## src/rtl/dlsc_demosaic_pkg.sv

```systemverilog
// Shared definitions for the VNG demosaic sequencer and output stages:
// FSM encoding, phase-counter width helper and the border-mask compare.
package dlsc_demosaic_pkg;

    typedef enum logic [1:0] {
        IDLE  = 2'd0,
        RUN   = 2'd1,
        FLUSH = 2'd2
    } seq_state_e;

    // Width of a counter that spans 0..n-1; never narrower than one bit.
    function automatic int calc_sb(input int n);
        return (n <= 2) ? 1 : $clog2(n);
    endfunction

    // Signed compare: with lim < 2*margin the window is empty instead of wrapping.
    function automatic logic in_border(input int pos, input int lim, input int margin);
        return (pos < margin) || (pos > (lim - margin));
    endfunction

endpackage

```

## src/rtl/dlsc_demosaic_seq_pos.sv

```systemverilog
// Raster position tracker: x/y counters plus the per-pixel last-column,
// end-of-frame, row parity and border-mask flags for the current position.
module dlsc_demosaic_seq_pos
    import dlsc_demosaic_pkg::*;
#(
    parameter int XB     = 12,
    parameter int YB     = 12,
    parameter int MARGIN = 2
) (
    input  logic          clk,
    input  logic          rst,
    input  logic          clear,
    input  logic          advance,
    input  logic [XB-1:0] cfg_width,
    input  logic [YB-1:0] cfg_height,
    output logic          at_last,
    output logic          at_end,
    output logic          row_odd,
    output logic          masked
);

    logic [XB-1:0] x_q, x_d;
    logic [YB-1:0] y_q, y_d;

    // NOTE: every always_comb output gets its hold value first, so no path infers a latch.
    always_comb begin
        x_d = x_q;
        y_d = y_q;
        if (clear) begin
            x_d = '0;
            y_d = '0;
        end else if (advance) begin
            if (at_last) begin
                x_d = '0;
                y_d = y_q + 1'b1;
            end else begin
                x_d = x_q + 1'b1;
            end
        end
    end

    // NOTE: state registers use non-blocking assignment so all flops update together.
    always_ff @(posedge clk) begin
        if (rst) begin
            x_q <= '0;
            y_q <= '0;
        end else begin
            x_q <= x_d;
            y_q <= y_d;
        end
    end

    assign at_last = (x_q == cfg_width);
    assign at_end  = at_last && (y_q == cfg_height);
    assign row_odd = y_q[0];
    assign masked  = in_border(int'(x_q), int'(cfg_width), MARGIN) ||
                     in_border(int'(y_q), int'(cfg_height), MARGIN);

endmodule

```

## src/rtl/dlsc_demosaic_seq.sv

```systemverilog
// Bayer pixel sequencer: accepts one raw pixel per phase period and presents it
// on the px_* bus at phase 0, followed by masked zero pixels to flush the pipe.
module dlsc_demosaic_seq
    import dlsc_demosaic_pkg::*;
#(
    parameter  int DATA     = 8,
    parameter  int XB       = 12,
    parameter  int YB       = 12,
    parameter  int STATES   = 12,
    parameter  int MARGIN   = 2,
    parameter  int FLUSH_PX = 4,
    localparam int SB       = calc_sb(STATES)
) (
    input  logic            clk,
    input  logic            clk_en,
    input  logic            rst,
    input  logic            start,
    input  logic [XB-1:0]   cfg_width,
    input  logic [YB-1:0]   cfg_height,
    input  logic            cfg_first_red,
    input  logic            in_valid,
    output logic            in_ready,
    input  logic [DATA-1:0] in_data,
    output logic [SB-1:0]   st,
    output logic            px_push,
    output logic            px_masked,
    output logic            px_last,
    output logic            px_row_red,
    output logic [DATA-1:0] px_in,
    output logic            frame_done
);

    localparam int FB = calc_sb(FLUSH_PX);

    seq_state_e      state_q, state_d;
    logic [SB-1:0]   st_q, st_d;
    logic [XB-1:0]   cfg_width_q, cfg_width_d;
    logic [YB-1:0]   cfg_height_q, cfg_height_d;
    logic            cfg_red_q, cfg_red_d;
    logic [FB-1:0]   flush_cnt_q, flush_cnt_d;
    logic            px_push_q, px_push_d;
    logic            px_masked_q, px_masked_d;
    logic            px_last_q, px_last_d;
    logic            px_row_red_q, px_row_red_d;
    logic [DATA-1:0] px_in_q, px_in_d;
    logic            frame_done_q, frame_done_d;

    logic slot;
    logic pos_clear, pos_advance;
    logic pos_last, pos_end, pos_row_odd, pos_masked;

    dlsc_demosaic_seq_pos #(
        .XB     (XB),
        .YB     (YB),
        .MARGIN (MARGIN)
    ) u_pos (
        .clk        (clk),
        .rst        (rst),
        .clear      (pos_clear),
        .advance    (pos_advance),
        .cfg_width  (cfg_width_q),
        .cfg_height (cfg_height_q),
        .at_last    (pos_last),
        .at_end     (pos_end),
        .row_odd    (pos_row_odd),
        .masked     (pos_masked)
    );

    assign slot     = (st_q == SB'(STATES - 1));
    assign in_ready = clk_en && (state_q == RUN) && slot;

    always_comb begin
        state_d      = state_q;
        st_d         = st_q;
        cfg_width_d  = cfg_width_q;
        cfg_height_d = cfg_height_q;
        cfg_red_d    = cfg_red_q;
        flush_cnt_d  = flush_cnt_q;
        px_push_d    = px_push_q;
        px_masked_d  = px_masked_q;
        px_last_d    = px_last_q;
        px_row_red_d = px_row_red_q;
        px_in_d      = px_in_q;
        frame_done_d = frame_done_q;
        pos_clear    = 1'b0;
        pos_advance  = 1'b0;

        // With clk_en low every register keeps its value, including the pulses.
        if (clk_en) begin
            st_d         = slot ? '0 : st_q + 1'b1;
            px_push_d    = 1'b0;
            frame_done_d = 1'b0;

            unique case (state_q)
                IDLE: begin
                    if (start) begin
                        state_d      = RUN;
                        cfg_width_d  = cfg_width;
                        cfg_height_d = cfg_height;
                        cfg_red_d    = cfg_first_red;
                        pos_clear    = 1'b1;
                    end
                end
                RUN: begin
                    if (slot && in_valid) begin
                        px_push_d    = 1'b1;
                        px_in_d      = in_data;
                        px_last_d    = pos_last;
                        px_row_red_d = cfg_red_q ^ pos_row_odd;
                        px_masked_d  = pos_masked;
                        pos_advance  = 1'b1;
                        if (pos_end) begin
                            state_d     = FLUSH;
                            flush_cnt_d = '0;
                        end
                    end
                end
                FLUSH: begin
                    if (slot) begin
                        px_push_d   = 1'b1;
                        px_in_d     = '0;
                        px_masked_d = 1'b1;
                        px_last_d   = 1'b0;
                        if (flush_cnt_q == FB'(FLUSH_PX - 1)) begin
                            state_d      = IDLE;
                            frame_done_d = 1'b1;
                        end else begin
                            flush_cnt_d = flush_cnt_q + 1'b1;
                        end
                    end
                end
                default: state_d = IDLE;
            endcase
        end
    end

    always_ff @(posedge clk) begin
        if (rst) begin
            state_q      <= IDLE;
            st_q         <= '0;
            cfg_width_q  <= '0;
            cfg_height_q <= '0;
            cfg_red_q    <= 1'b0;
            flush_cnt_q  <= '0;
            px_push_q    <= 1'b0;
            px_masked_q  <= 1'b0;
            px_last_q    <= 1'b0;
            px_row_red_q <= 1'b0;
            px_in_q      <= '0;
            frame_done_q <= 1'b0;
        end else begin
            state_q      <= state_d;
            st_q         <= st_d;
            cfg_width_q  <= cfg_width_d;
            cfg_height_q <= cfg_height_d;
            cfg_red_q    <= cfg_red_d;
            flush_cnt_q  <= flush_cnt_d;
            px_push_q    <= px_push_d;
            px_masked_q  <= px_masked_d;
            px_last_q    <= px_last_d;
            px_row_red_q <= px_row_red_d;
            px_in_q      <= px_in_d;
            frame_done_q <= frame_done_d;
        end
    end

    assign st         = st_q;
    assign px_push    = px_push_q;
    assign px_masked  = px_masked_q;
    assign px_last    = px_last_q;
    assign px_row_red = px_row_red_q;
    assign px_in      = px_in_q;
    assign frame_done = frame_done_q;

endmodule

```

## config.mk

```make
export PLATFORM = sky130hd
export DESIGN_NAME = dlsc_demosaic_seq
export DESIGN_NICKNAME = d
export VERILOG_FILES = /design/src/rtl/dlsc_demosaic_pkg.sv /design/src/rtl/dlsc_demosaic_seq_pos.sv /design/src/rtl/dlsc_demosaic_seq.sv
export SDC_FILE = /design/constraint.sdc
export NUM_CORES = 1
export LEC_CHECK = 0
export ABC_AREA = 1
export BUFFER_PORTS_ARGS = -buffer_cell sky130_fd_sc_hd__buf_2
export CAP_MARGIN = 25
export CORE_ASPECT_RATIO = 1.2
export CORE_MARGIN = 2
export CORE_UTILIZATION = 29
export CTS_BUF_LIST = sky130_fd_sc_hd__clkbuf_16
export CTS_CLUSTER_SIZE = 10
export DETAILED_ROUTE_END_ITERATION = 8
export PLACE_DENSITY = 0.55
export SYNTH_ARGS = -nofsm -noshare
export SYNTH_HDL_FRONTEND = slang
export SYNTH_SLANG_ARGS = --single-unit
export TNS_END_PERCENT = 50
```

## constraint.sdc

```tcl
create_clock -name clk -period 4.2 [get_ports clk]
set_input_delay 0.21 -clock clk [delete_from_list [all_inputs] [get_ports clk]]
set_output_delay 0.21 -clock clk [all_outputs]
set_load 0.02 [all_outputs]
```

==> run_results.csv, run 1 <==
group,metric,value,unit
critical_path,crit_fanout,3,
yosys,synthCells,647,
critical_path,path_cells,"inv_1 > ha_1 > nand3_1 > nor4_1 > nand3_1 > xor2_1 > ha_1 > a21oi_1 > o21ai_0 > nor2_1 > nand2_1 > nand2_1 > nand3_1 > nand2_1 > inv_1",
detailed_routing,drt-pass1-iter-count,4,
global_routing,first_global_vias,4095,
clock_tree,clock_path_buffers,2,
sta,rsz0062_at_grt,"false",
yosys,yosys_warnings,0,
clock_tree,insertion_delay,0.34,ns
power_and_ir_drop,p_seq_frac,0.329,
detailed_routing,wl_per_cell,13.3,µm
floorplanning,io_pins,56,
floorplanning,die_width,117,µm
sta,drv_slew,0,
global_routing,grt_overflow,0,
status,status,"completed",
global_routing,grt_start_max_net_pins,52,
min_path,hold_depth,3,
detailed_routing,wl_met2,6.18,mm
placement,detailed_place_hpwl,9.31,mm
floorplanning,start_util,0.297,
sta,timing.hold.ws,0.112,ns
yosys,syn_avg_cell_area,6.93,µm²
yosys,syn_area,4480,µm²
clock_tree,cts_tree,"yes",
yosys,yosysSeqAreaShare,0.313,
placement,port_buffers,55,
detailed_routing,ant_nets,0,
layout,fin_area,5350,µm²
power_and_ir_drop,clkPwrFrac,0.416,
critical_path,rrSetupSlack,1.73,ns
detailed_routing,drt_iter0_drc,122,
yosys,synth_flop_cell,"dfxtp_1",
layout,layout.nets,774,
sta,setup_tns,0,ns
sta,final_hold_viol_count,0,
layout,diodes,0,
min_path,whs_endpoint,"px_in[3]$_SDFFE_PP0P_",
critical_path,critPathSlowestCell,"nor4_1",
layout,syn_to_final_growth,19.3,%
critical_path,cp.required,4.45,ns
layout,layout_common_cells,"152 x nand2_1, 71 x inv_1, 70 x dfxtp_1",
critical_path,reg2reg_depth,15,
sta,setup_viol,0,
detailed_routing,vias_per_cell,4.65,
layout,layout.cells.most_common,"nand2_1",
clock_tree,clkSlewWorstSetupHoldPaths,0.06,ns
critical_path,arrival,2.71,ns
global_routing,antenna_found_initial,0,
clock_tree,cts_setup_buffers,0,
sta,period_needed,2.47,ns
sta,timing.final.crit_share,0.587,
critical_path,r2r-start,"cfg_height_q[2]$_SDFFE_PP0P_",
yosys,synth_seq_cells,70,
flow_run,cap_violations,0,
floorplanning,die_h,140,µm
power_and_ir_drop,swShare,0.315,
layout,final_cell_count_no_fill,912,
sta,relSlewSlack,0.625,
layout,final_core_util,0.354,
sta,fin_skew,0.00851,ns
global_routing,grt_use_total,0.151,
sta,max_slew.worst_pin.slew,0.558,ns
clock_tree,htree_levels,3,
yosys,async_flop_share,0,
clock_tree,cts_made_buffers,9,
power_and_ir_drop,powerDensity,429,nW/µm²
clock_tree,cts_resized,0,
floorplanning,coreArea,15100,µm²
power_and_ir_drop,ir_drop,227,µV
placement,placement.cell_area,4970,µm²
layout,layout-drive-gt1-share,0.155,
yosys,syn_nets,718,
critical_path,max_stage_delay,0.41,ns
placement,gp_congestion,0.866,
floorplanning,die_area,16500,µm²
critical_path,reg2reg_to,"px_masked$_SDFFE_PP0P_",
power_and_ir_drop,p_switching,0.000722,W
power_and_ir_drop,p_leak,2.33,nW
min_path,hp-class,"input port to register",
floorplanning,num_rows,49,
detailed_routing,vias,4237,
min_path,min-delay-start,"in_data[3]",
clock_tree,hold_buffers,0,
yosys,ys_types,39,
critical_path,setup.worst_path.class,"register to register",
sta,max_freq,405,MHz
detailed_routing,wirelength,12.1,mm
detailed_routing,top_layer_used,"met4",
power_and_ir_drop,p_comb_frac,0.255,
clock_tree,cts-root-buf,"clkbuf_16",
detailed_routing,wl_met3,300,µm
critical_path,cp-start-kind,"register",
detailed_routing,drc_errors,0,
detailed_routing,wl_met1,5.36,mm
power_and_ir_drop,intPower,0.00157,W
clock_tree,clkSinkCount,70,
critical_path,end_kind,"register",
yosys,synth_edf_count,0,
placement,dp_cells,896,
global_routing,grt_pass1_wl,20.1,mm
==> flip-flops by register name (all words and copies together), names as in the netlist <==
| signal | cells |
|---|---|
| cfg_height_q | 12 |
| cfg_width_q | 12 |
| u_pos.x_q | 12 |
| u_pos.y_q | 12 |
| px_in | 8 |
| st | 4 |
| flush_cnt_q | 2 |
| state_q | 2 |
| cfg_red_q | 1 |
| frame_done | 1 |
| px_last | 1 |
| px_masked | 1 |
| px_push | 1 |
| px_row_red | 1 |
==> routing by layer <==
metal,up-vias,GRT usage
li1,2230,-
met1,1914,0.178
met2,77,0.275
met3,16,0.0110
met4,0,0.0761
met5,-,0
==> Yosys cell counts (all sizes together) (4+ instances only) <==
cell    count  area (µm²)
nand2     157         607
inv        79         297
dfxtp      70        1400
nor2       64         250
a21oi      60         312
o21ai      41         205
nand3      35         203
ha         33         413
xor2       27         244
nor3       25         173
nand4      15         100
clkbuf     10        37.5
nor4        6        37.5
xnor2       6        52.6
buf         4        35.0
==> through the flow <==
stage                     setup slack, ns  total power [W]
after floorplan                      2.01          0.00121
final                                1.73          0.00229
after global placement               1.78          0.00136
after detailed placement             1.75          0.00135
after global routing                 1.43          0.00243
after CTS                            1.73          0.00232
==> final cells by class <==
class	count	area, µm²
fill	1673	9740
multi-input combinational	483	2710
sequential	70	1400
timing repair buffer	59	305
inverter	80	305
tap	204	255
clock buffer	9	225
clock inverter	7	145
==> power groups by stage <==
stage,logic (W),registers [W],clock network [W]
global route,0.000672,0.000763,0.000998
finish,0.000584,0.000756,0.000954
global placement,0.000589,0.000771,0
detailed placement,0.000584,0.000770,0
CTS,0.000589,0.000756,0.000976
floorplan,0.000439,0.000770,0
==> how the worst max path moves through the flow <==
stage | startpoint | end | slack (ns) | depth (start not counted)
4_1_cts | cfg_width_q[2]$_SDFFE_PP0P_ | px_masked$_SDFFE_PP0P_ | 1.73 | 13
3_3_place_gp | cfg_height_q[2]$_SDFFE_PP0P_ | px_masked$_SDFFE_PP0P_ | 1.78 | 15
6_report | cfg_height_q[2]$_SDFFE_PP0P_ | px_masked$_SDFFE_PP0P_ | 1.73 | 15
5_1_grt | cfg_width_q[1]$_SDFFE_PP0P_ | px_masked$_SDFFE_PP0P_ | 1.43 | 13
2_1_floorplan | cfg_height_q[2]$_SDFFE_PP0P_ | px_masked$_SDFFE_PP0P_ | 2.01 | 15
3_5_place_dp | cfg_width_q[2]$_SDFFE_PP0P_ | px_masked$_SDFFE_PP0P_ | 1.75 | 13
==> logic make-up (layout without fill, tap and decap cells) <==
group | after synthesis | count (layout) | share of synthesized area
XOR/XNOR | 33 | 33 | 0.0662
AO/OA/AOI/OAI | 107 | 107 | 0.125
AND/OR/NAND/NOR | 310 | 310 | 0.320
adder cells (fa/ha/maj) | 33 | 33 | 0.0921
flip-flops | 70 | 70 | 0.313
buffers and inverters | 94 | 155 | 0.0843
==> critical path, delay by kind of cell (launching register included) <==
kind,cells,cell delay [ns]
adder cells (fa/ha/maj),2,0.49
AO/OA/AOI/OAI,2,0.23
flip-flops,1,0.32
XOR/XNOR,1,0.17
buffers and inverters,2,0.13
AND/OR/NAND/NOR,8,1.03
No activity file was read; power rests on OpenSTA's default activity.
==> inputs of run 2 (changes only) <==
ABC_AREA = 0   (was 1)
PLACE_DENSITY = 0.56   (was 0.55)
clock period = 2.11 ns   (was 4.2 ns; I/O delays follow)
==> run_results.csv, run 2 <==
group,metric,value,unit
status,status,"finished with violations",
status,violations,"negative setup slack",
placement,detailed_place_hpwl,9.19,mm
critical_path,path_cells,"nor4_4 > nand2_1 > or3_1 > xor2_1 > ha_1 > a21oi_2 > o21ai_2 > or4b_4 > nand3_2 > a31oi_1",
critical_path,max_stage_delay,0.52,ns
global_routing,first_global_vias,4081,
critical_path,reg2reg_depth,10,
floorplanning,die_area,15600,µm²
detailed_routing,drc_errors,0,
layout,layout.nets,709,
layout,syn_to_final_growth,32.7,%
detailed_routing,vias,4013,
yosys,synth_top_cell_area_share,0.330,
placement,gp_congestion,0.899,
yosys,ys_types,55,
detailed_routing,top_layer_used,"met4",
sta,timing.final.crit_share,1.19,
detailed_routing,drt_iter0_drc,179,
sta,period_needed,2.51,ns
sta,layout_setup_ws,-0.397,ns
yosys,yosysSeqAreaShare,0.330,
clock_tree,htree_levels,3,
yosys,ys_top_cells_by_count,"81 x nand2_1, 70 x dfxtp_1, 54 x a21oi_1",
yosys,syn_nets,590,
min_path,hold_depth,3,
critical_path,arrival,2.72,ns
sta,max_slew.worst_pin.slew,0.400,ns
sta,relSlewSlack,0.733,
yosys,synth_edf_count,0,
yosys,yosys_warnings,0,
floorplanning,num_rows,48,
placement,dp_cells,797,
layout,fillers,1466,
sta,rsz0062_at_grt,"true",
layout,layout-drive-gt1-share,0.292,
detailed_routing,drt-pass1-iter-count,4,
layout,final_cell_count_no_fill,819,
floorplanning,coreArea,14400,µm²
min_path,hp-class,"input port to register",
critical_path,critPathSlowestCell,"or4b_4",
yosys,synthCells,519,
critical_path,cp-startpoint,"cfg_height_q[4]$_SDFFE_PP0P_",
critical_path,rrSetupSlack,-0.40,ns
critical_path,crit_cells,10,
yosys,async_flop_share,0,
sta,drv_slew,0,
power_and_ir_drop,ir_drop,278,µV
critical_path,reg2reg_to,"px_masked$_SDFFE_PP0P_",
floorplanning,die_h,136,µm
layout,layout.cells.most_common,"nand2_1",
detailed_routing,ant_nets,0,
layout,layout_common_cells,"80 x nand2_1, 71 x buf_4, 62 x dfxtp_1",
critical_path,cp.buffers_inverters,0,
critical_path,setup.worst_path.class,"register to register",
global_routing,grt_start_max_net_pins,39,
sta,final_hold_viol_count,0,
detailed_routing,wirelength,11.6,mm
critical_path,r2r-start,"cfg_height_q[4]$_SDFFE_PP0P_",
placement,port_buffers,55,
detailed_routing,wl_per_cell,14.2,µm
clock_tree,clkSlewWorstSetupHoldPaths,0.05,ns
critical_path,crit_end,"px_masked$_SDFFE_PP0P_",
critical_path,cp-start-kind,"register",
yosys,synth_top_area_cell,"dfxtp_1",
global_routing,antenna_found_initial,0,
critical_path,critical-path-top-delay-family,"simple AND/OR/NAND/NOR gates",
clock_tree,cts-root-buf,"clkbuf_16",
yosys,syn_area,4240,µm²
sta,max_freq,399,MHz
global_routing,grt_use_total,0.156,
clock_tree,cts_tree,"yes",
detailed_routing,wl_met2,5.93,mm
critical_path,end_kind,"register",
sta,fin_skew,0.00797,ns
yosys,synth_flop_cell,"dfxtp_1",
yosys,synthMostInstantiatedCell,"nand2_1",
power_and_ir_drop,p_leak,2.41,nW
clock_tree,clkSinkCount,70,
sta,setup_viol,4,
global_routing,grt_pass1_wl,19.1,mm
yosys,synth_area_leaders,"dfxtp_1 33%, ha_1 9.7%, nand2_1 7.2%",
clock_tree,insertion_delay,0.34,ns
floorplanning,io_pins,56,
critical_path,cp.required,2.32,ns
yosys,synth_seq_cells,70,
floorplanning,die_width,114,µm
flow_run,cap_violations,0,
floorplanning,start_util,0.295,
global_routing,grt_overflow,0,
clock_tree,cts_made_buffers,9,
detailed_routing,vias_per_cell,4.90,
clock_tree,clock_path_buffers,2,
power_and_ir_drop,total_power,0.00339,W
power_and_ir_drop,powerDensity,603,nW/µm²
min_path,min-delay-start,"cfg_height[4]",
critical_path,crit_fanout,2,
detailed_routing,wl_met3,387,µm
yosys,syn_avg_cell_area,8.17,µm²
detailed_routing,wl_met1,4.84,mm
placement,dpl_worst_slack,-0.472,ns
## run 2: tightest hold or removal path: stages
cell and delay, ns:
buf_2 0.09, nand2_1 0.05, a21oi_1 0.05
## run 2: area by class of cell
cell class	count	area, µm²	share of cell area
well taps	175	219	0.0389
diodes	1	2.50	0.000445
inverters	14	52.6	0.00934
clock inverters	7	31.3	0.00556
repair buffers	133	893	0.159
flip-flops and latches	70	1420	0.252
multi-input cells	410	2790	0.495
clock buffers	9	225	0.0400
## run 2: logic make-up after synthesis
kind of cell             after synthesis  share of synthesized area
AO/OA/AOI/OAI                         82                      0.108
XOR/XNOR                              57                      0.123
adder cells (fa/ha/maj)               33                     0.0974
buffers and inverters                 39                     0.0443
flip-flops                            70                      0.330
multiplexers                           3                    0.00708
AND/OR/NAND/NOR                      235                      0.289
## run 2: worst min-delay path by stage
stage | endpoint | slack [ns]
after floorplan | cfg_height_q[6]$_SDFFE_PP0P_ | 0.23
after global placement | cfg_width_q[8]$_SDFFE_PP0P_ | 0.35
after detailed placement | cfg_width_q[0]$_SDFFE_PP0P_ | 0.35
after CTS | cfg_height_q[4]$_SDFFE_PP0P_ | 0.0001
after global routing | cfg_width_q[11]$_SDFFE_PP0P_ | 0.01
final | cfg_height_q[4]$_SDFFE_PP0P_ | 0.007
## run 2: per-stage QoR
step                      utilization  hold WS [ns]  cell area (µm²)  TNS (ns)
final                           0.392       0.00651             5630    -0.696
after global routing            0.392       0.00966             5620     -1.38
after CTS                       0.388      0.000114             5570    -0.607
after detailed placement        0.364         0.350             5220     -1.04
after global placement          0.364         0.348             5220    -0.848
after floorplan                     -         0.234             4300    -0.516
## run 2: per-layer routing
| metal | vias up | global-route usage |
|---|---|---|
| met3 | 30 | 0.0366 |
| met5 | - | 0 |
| met2 | 73 | 0.281 |
| li1 | 2043 | - |
| met4 | 0 | 0.0867 |
| met1 | 1867 | 0.166 |
## run 2: where the power goes
part / internal (W) / switching [W]
combinational: 0.000333 / 0.000349
clock: 0.000773 / 0.000561
sequential: 0.00135 / 0.0000223
total: 0.00246 / 0.000932
## run 2: timing repair
item,in CTS,in global routing
hold buffers,2,0
endpoints found under the setup margin,10,12
endpoints found under the hold margin,2,0
pin swaps,8,11
gates resized for setup,13,12
buffers inserted,1,3
